`src/rtl/sort_seq_pkg.sv`:
```
// Shared types and sizing helpers for the sequential sorting controller.
package sort_seq_pkg;

  // Controller phases: fill the buffer, bubble-sort it in place, drain it.
  typedef enum logic [1:0] {
    LOAD = 2'd0,
    SORT = 2'd1,
    OUT  = 2'd2
  } state_t;

  localparam int DEFAULT_WIDTH = 2;
  localparam int DEFAULT_DEPTH = 4;

  // Index width for the default depth.
  localparam int IDX_W = $clog2(DEFAULT_DEPTH);

  // Worst-case number of SORT cycles for the default depth.
  localparam int MAX_CMP = DEFAULT_DEPTH * (DEFAULT_DEPTH - 1) / 2;

  // Index width for any depth >= 2.
  function automatic int idx_width(input int depth);
    return (depth < 2) ? 1 : $clog2(depth);
  endfunction

endpackage

```
`src/rtl/sort_seq_ctrl_mag_cmp.sv`:
```
// Unsigned magnitude comparator; exactly one of lt/eq/gt is high.
module mag_cmp #(
  parameter int WIDTH = 2
) (
  input  logic [WIDTH-1:0] a,
  input  logic [WIDTH-1:0] b,
  output logic             lt,
  output logic             eq,
  output logic             gt
);

  // Pure combinational compare of two unsigned words.
  always_comb begin
    lt = (a < b);
    eq = (a == b);
    gt = (a > b);
  end

endmodule

```
`src/rtl/sort_seq_ctrl.sv`:
```
// Sequential sorting controller: loads DEPTH words, bubble-sorts them with a
// single shared comparator (one compare/swap per clock), then drains them
// smallest first over a valid/ready port.
module sort_seq_ctrl
  import sort_seq_pkg::*;
#(
  parameter int WIDTH = DEFAULT_WIDTH,
  parameter int DEPTH = DEFAULT_DEPTH
) (
  input  logic             clk,
  input  logic             rst_n,
  input  logic             in_valid,
  output logic             in_ready,
  input  logic [WIDTH-1:0] in_data,
  output logic             out_valid,
  input  logic             out_ready,
  output logic [WIDTH-1:0] out_data,
  output logic             busy,
  output logic             done
);

  localparam int AW = idx_width(DEPTH);

  localparam logic [AW-1:0] LAST_IDX = AW'(DEPTH - 1);
  localparam logic [AW-1:0] LAST_PASS = AW'(DEPTH - 2);

  state_t state_q, state_d;

  logic [AW-1:0]    wr_idx;
  logic [AW-1:0]    rd_idx;
  logic [AW-1:0]    pass;
  logic [AW-1:0]    pair;
  logic             swapped;
  logic             done_q;
  logic [WIDTH-1:0] mem [DEPTH];

  logic [AW-1:0]    pair_nxt;
  logic [WIDTH-1:0] cmp_a;
  logic [WIDTH-1:0] cmp_b;
  logic             cmp_lt;
  logic             cmp_eq;
  logic             cmp_gt;
  logic             keep;
  logic             sw_any;
  logic             wr_last;
  logic             rd_last;
  logic             pair_last;
  logic             pass_last;

  // Operand selection and end-of-range decodes for the current pair/pass.
  always_comb begin
    pair_nxt  = pair + 1'b1;
    cmp_a     = mem[pair];
    cmp_b     = mem[pair_nxt];
    // Equal or smaller keeps order, so equal words stay in load order.
    keep      = cmp_lt | cmp_eq;
    sw_any    = swapped | cmp_gt;
    wr_last   = (wr_idx == LAST_IDX);
    rd_last   = (rd_idx == LAST_IDX);
    // Pass p ends at pair DEPTH-2-p.
    pair_last = (pair == (LAST_PASS - pass));
    pass_last = (pass == LAST_PASS);
  end

  mag_cmp #(
    .WIDTH (WIDTH)
  ) u_cmp (
    .a  (cmp_a),
    .b  (cmp_b),
    .lt (cmp_lt),
    .eq (cmp_eq),
    .gt (cmp_gt)
  );

  // State register.
  always_ff @(posedge clk or negedge rst_n) begin
    // NOTE: sequential state uses non-blocking assignments so every register
    // samples pre-edge values regardless of statement order.
    if (!rst_n) state_q <= LOAD;
    else        state_q <= state_d;
  end

  // Next-state decode and handshake/status outputs.
  always_comb begin
    // NOTE: every output gets a default first so no path infers a latch.
    state_d   = state_q;
    in_ready  = 1'b0;
    out_valid = 1'b0;
    busy      = 1'b0;
    out_data  = '0;
    unique case (state_q)
      LOAD: begin
        in_ready = 1'b1;
        if (in_valid && wr_last) state_d = SORT;
      end
      SORT: begin
        busy = 1'b1;
        if (pair_last && (!sw_any || pass_last)) state_d = OUT;
      end
      OUT: begin
        out_valid = 1'b1;
        out_data  = mem[rd_idx];
        if (out_ready && rd_last) state_d = LOAD;
      end
      default: state_d = LOAD;
    endcase
    done = done_q;
  end

  // Counters, swap flag, first-OUT pulse and the word buffer.
  always_ff @(posedge clk or negedge rst_n) begin
    if (!rst_n) begin
      wr_idx  <= '0;
      rd_idx  <= '0;
      pass    <= '0;
      pair    <= '0;
      swapped <= 1'b0;
      done_q  <= 1'b0;
      // NOTE: the buffer is reset too, so a reset discards any partial batch
      // and out_data reads a defined value in every state.
      for (int i = 0; i < DEPTH; i++) mem[i] <= '0;
    end else begin
      done_q <= (state_q == SORT) && (state_d == OUT);
      unique case (state_q)
        LOAD: begin
          if (in_valid && in_ready) begin
            mem[wr_idx] <= in_data;
            if (wr_last) begin
              wr_idx  <= '0;
              pass    <= '0;
              pair    <= '0;
              swapped <= 1'b0;
            end else begin
              wr_idx <= wr_idx + 1'b1;
            end
          end
        end
        SORT: begin
          mem[pair]     <= keep ? cmp_a : cmp_b;
          mem[pair_nxt] <= keep ? cmp_b : cmp_a;
          if (pair_last) begin
            pair    <= '0;
            swapped <= 1'b0;
            if (!sw_any || pass_last) pass <= '0;
            else                      pass <= pass + 1'b1;
          end else begin
            pair    <= pair_nxt;
            swapped <= sw_any;
          end
        end
        OUT: begin
          if (out_valid && out_ready) begin
            rd_idx <= rd_last ? '0 : rd_idx + 1'b1;
          end
        end
        default: ;
      endcase
    end
  end

endmodule

```
`config.mk`:
```
export PLATFORM = sky130hd
export DESIGN_NAME = sort_seq_ctrl
export DESIGN_NICKNAME = d
export VERILOG_FILES = /design/src/rtl/sort_seq_pkg.sv /design/src/rtl/sort_seq_ctrl_mag_cmp.sv /design/src/rtl/sort_seq_ctrl.sv
export SDC_FILE = /design/constraint.sdc
export NUM_CORES = 1
export LEC_CHECK = 0
export CORE_ASPECT_RATIO = 0.7
export CORE_MARGIN = 5
export CORE_UTILIZATION = 40
export DETAILED_ROUTE_END_ITERATION = 12
export PLACE_DENSITY = 0.64
export SETUP_SLACK_MARGIN = 0.05
export SLEW_MARGIN = 20
export SYNTH_ARGS = -nofsm -noshare
export SYNTH_HDL_FRONTEND = slang
export SYNTH_HIERARCHICAL = 1
export SYNTH_SLANG_ARGS = --single-unit
```
`constraint.sdc`:
```
create_clock -name clk -period 3 [get_ports clk]
set_input_delay 0.3 -clock clk [delete_from_list [all_inputs] [get_ports clk]]
set_output_delay 0.3 -clock clk [all_outputs]
set_load 0.01 [all_outputs]
```
==> impl_metrics.prom <==
# TYPE chip_impl_metric gauge
chip_impl_metric{name="design.final.nets",unit=""} 180
chip_impl_metric{name="critPathArrivalTime",unit="ns"} 2.95
chip_impl_metric{name="diodes",unit=""} 0
chip_impl_metric{name="timing.final.hold_violations",unit=""} 0
chip_impl_metric{name="final_core_utilization",unit="%"} 49.1
chip_impl_metric{name="critical_path_peak_fanout",unit=""} 7
chip_impl_info{name="result_of_the_run",value="finished clean"} 1
chip_impl_metric{name="regToRegSetupSlack",unit="ns"} 0.20
chip_impl_metric{name="layoutNonFillerInstCount",unit=""} 211
chip_impl_metric{name="post_synth_instance_area",unit="µm²"} 1520
chip_impl_metric{name="async_flop_share",unit="%"} 100
chip_impl_metric{name="postSynthRegisterBits",unit=""} 20
chip_impl_metric{name="grt_remaining_overflow",unit=""} 0
chip_impl_metric{name="post_synth_mux_area_share",unit="%"} 19.8
chip_impl_info{name="mostFrequentLayoutCells",value="19 x dfrtp_1, 13 x inv_1, 12 x nor2_1"} 1
chip_impl_metric{name="post-route-drc-count",unit=""} 0
chip_impl_metric{name="yosysWarnings",unit=""} 6
chip_impl_metric{name="area_growth_syn_to_layout",unit="%"} 16.0
chip_impl_info{name="kind_of_capture_point_of_the_worst_setup_path",value="flip-flop"} 1
chip_impl_metric{name="ff2ff_path_depth",unit=""} 12
chip_impl_info{name="mostFrequentLayoutCell",value="dfrtp_1"} 1
chip_impl_metric{name="first_iter_violations",unit=""} 95
chip_impl_metric{name="die_y",unit="µm"} 61.6
chip_impl_metric{name="final_min_period_over_clock_period",unit="%"} 93.3
chip_impl_info{name="critPathLaunchType",value="flip-flop"} 1
chip_impl_metric{name="drive_gt1_share",unit="%"} 14.3
chip_impl_metric{name="io_pins",unit=""} 12
chip_impl_metric{name="synth-compound-area-share",unit="%"} 14.0
chip_impl_info{name="r2r_end",value="mem[3]"} 1
chip_impl_info{name="worstReg2RegStart",value="pair[1]"} 1
chip_impl_metric{name="postSynthAreaPerCell",unit="µm²"} 10.3
chip_impl_metric{name="fin_skew",unit="ns"} 0.00367
chip_impl_metric{name="die-width",unit="µm"} 83.8
chip_impl_metric{name="setup-tns-final",unit="ns"} 0
chip_impl_metric{name="htree_num_levels",unit=""} 1
chip_impl_metric{name="max_clock_freq",unit="GHz"} 0.357
chip_impl_metric{name="maximum_number_of_pins_on_one_net_before_global_route_repair",unit=""} 21
chip_impl_metric{name="tightest_slew",unit="ns"} 0.915
chip_impl_metric{name="slew_headroom",unit="%"} 38.8
chip_impl_info{name="critical_path_class",value="flip-flop to flip-flop"} 1
chip_impl_metric{name="first_global_vias",unit=""} 1239
chip_impl_info{name="synth.largest_area_cell",value="dfrtp_1"} 1
chip_impl_info{name="combinational_family_with_the_most_area_after_synthesis",value="multiplexers"} 1
chip_impl_metric{name="post_synth_num_cell_types",unit=""} 40
chip_impl_info{name="synthFlopType",value="dfrtp_1"} 1
chip_impl_metric{name="design_area",unit="µm²"} 1770
chip_impl_metric{name="clock-sinks",unit=""} 20
chip_impl_metric{name="clk-insertion-delay-late",unit="ns"} 0.26
chip_impl_metric{name="seq_area_frac_synth",unit="%"} 32.8
chip_impl_metric{name="place.detailed.hpwl",unit="µm"} 2670
chip_impl_metric{name="basic_gate_share_of_the_synthesized_area_counting_and_or_nand_and_nor_cells",unit="%"} 17.2
chip_impl_metric{name="synth_adder_area_share",unit="%"} 9.85
chip_impl_metric{name="detailroute.via_count",unit=""} 1187
chip_impl_info{name="worst_hold_path_type",value="flip-flop to flip-flop"} 1
chip_impl_metric{name="numPlacedInstances",unit=""} 206
chip_impl_metric{name="number_of_standard_cells_after_synthesis",unit=""} 148
chip_impl_metric{name="clock_path_buffers",unit=""} 2
chip_impl_info{name="yosys-top-cells-area",value="dfrtp_1 33%, ha_1 9.9%, mux2i_1 7.2%, mux4_2 5.9%, mux4_1 3.4%"} 1
chip_impl_metric{name="drt-wirelength-per-cell",unit="µm"} 17.0
chip_impl_metric{name="synth_edf_count",unit=""} 0
chip_impl_metric{name="cts_inserted_buffers",unit=""} 3
chip_impl_metric{name="routability_driven_placement_congestion_ratio",unit=""} 0.917
chip_impl_metric{name="yosys.area_share.xor_xnor",unit="%"} 1.15
chip_impl_metric{name="die_area",unit="µm²"} 5160
chip_impl_info{name="crit_path_end",value="mem[3]"} 1
chip_impl_info{name="setup.worst_path.start",value="pair[1]"} 1
chip_impl_metric{name="report.final.slew_viol_count",unit=""} 0
chip_impl_metric{name="period_needed",unit="ns"} 2.80
chip_impl_metric{name="core_outline_area",unit="µm²"} 3600
chip_impl_metric{name="placed_area",unit="µm²"} 1680
chip_impl_metric{name="max_capacitance_violation_count",unit=""} 0
chip_impl_metric{name="track_usage",unit="%"} 14.8
chip_impl_metric{name="yosysTopAreaCellShare",unit="%"} 32.8
chip_impl_metric{name="drt_wl_total",unit="µm"} 3580
chip_impl_metric{name="antenna_violations_before_repair",unit=""} 0
chip_impl_metric{name="core.rowCount",unit=""} 18
chip_impl_metric{name="route.detailed.vias_per_inst",unit=""} 5.63
chip_impl_metric{name="critical_path_required",unit="ns"} 3.15
chip_impl_metric{name="drt_first_pass_iters",unit=""} 4
chip_impl_info{name="clockRootBuffer",value="clkbuf_8"} 1
chip_impl_metric{name="final_setup_vio_count",unit=""} 0
chip_impl_metric{name="numPortBuffers",unit=""} 11
chip_impl_metric{name="initial_core_util",unit="%"} 42.3
chip_impl_metric{name="worst_setup_hold_path_clk_slew",unit="ns"} 0.08
chip_impl_metric{name="global_route_wire_length_before_repair",unit="µm"} 6040
chip_impl_info{name="cts_tree",value="yes"} 1
chip_impl_info{name="rsz0062_at_grt",value="no"} 1
chip_impl_metric{name="synth_nets",unit=""} 166
chip_impl_metric{name="route.antenna.remaining_nets",unit=""} 0
==> cell type report <==
class / count / area [µm²]
Inverter: 13 / 48.8
Clock buffer: 4 / 55.1
Tap cell: 50 / 62.6
Timing Repair Buffer: 14 / 133
Fill cell: 322 / 1840
Sequential cell: 20 / 502
Multi-Input combinational cell: 110 / 967
==> routing by layer <==
layer / track usage, % / wire, µm
met2: 25.5 / 1640
met1: 20.2 / 1770
met3: 3.34 / 160
met4: 1.38 / 11
met5: 0 / 0
==> stage by stage <==
stage                     worst slack [ns]  hold slack [ns]
final                                0.200            0.522
after global placement               0.243            0.504
after detailed placement            0.0446            0.511
after floorplan                      0.192          0.00441
after global routing                0.0724            0.559
after CTS                            0.119            0.522
==> cell families (layout without fill, tap and decap cells) <==
| kind of cell | after synthesis | count (layout) |
|---|---|---|
| muxes | 21 | 21 |
| buffers and inverters | 18 | 31 |
| xor gates and xnor gates | 2 | 2 |
| adders and majority gates | 12 | 12 |
| and+or+nand+nor | 45 | 45 |
| AOI/OAI and AO/OA | 30 | 30 |
| DFF | 20 | 20 |
==> worst min-delay path by stage <==
stage | depth (start not counted) | slack (ns) | end | startpoint
finish | 2 | 0.52 | swapped | swapped
global route | 2 | 0.56 | swapped | swapped
CTS | 2 | 0.52 | swapped | swapped
detailed placement | 2 | 0.51 | swapped | swapped
global placement | 2 | 0.50 | swapped | swapped
floorplan | 0 | 0.004 | done | rst_n
==> cell usage after synthesis (2+ instances only) <==
library cell / count
nor4b_2: 2
mux2i_1: 11
nor3_1: 4
ha_1: 12
a21o_1: 2
nor2_1: 12
and2_1: 5
nand2_1: 6
nor2b_1: 2
a31oi_1: 2
a311oi_1: 6
a21oi_1: 7
mux4_1: 2
inv_1: 13
a211oi_1: 4
buf_2: 3
o21ai_0: 2
xor2_1: 2
mux2_2: 3
and4b_1: 2
mux4_2: 4
dfrtp_1: 20
nand2b_1: 5
==> sequential cells by signal, summed over array words and instances, names as in the netlist <==
name / cells
mem: 8
pair: 2
pass: 2
rd_idx: 2
state_q: 2
wr_idx: 2
done: 1
swapped: 1
==> repair_timing <==
action,in CTS,in global routing
hold buffers,0,0
setup endpoints to repair,1,8
gates resized for setup,1,4
buffers inserted,0,1
==> critical path, stage by stage (launching register included) <==
cell,delay [ns]
dfrtp_2,0.44
inv_1,0.11
ha_4,0.31
mux4_1,0.33
inv_1,0.08
ha_1,0.23
nand2b_1,0.09
and2_1,0.14
nor2_1,0.04
buf_4,0.15
nor3b_1,0.30
nor3_1,0.15
a311oi_1,0.32
Power is left out: the tool's default activity adds up to more than one toggle a clock period on the data nets, which glitch-free logic cannot reach.
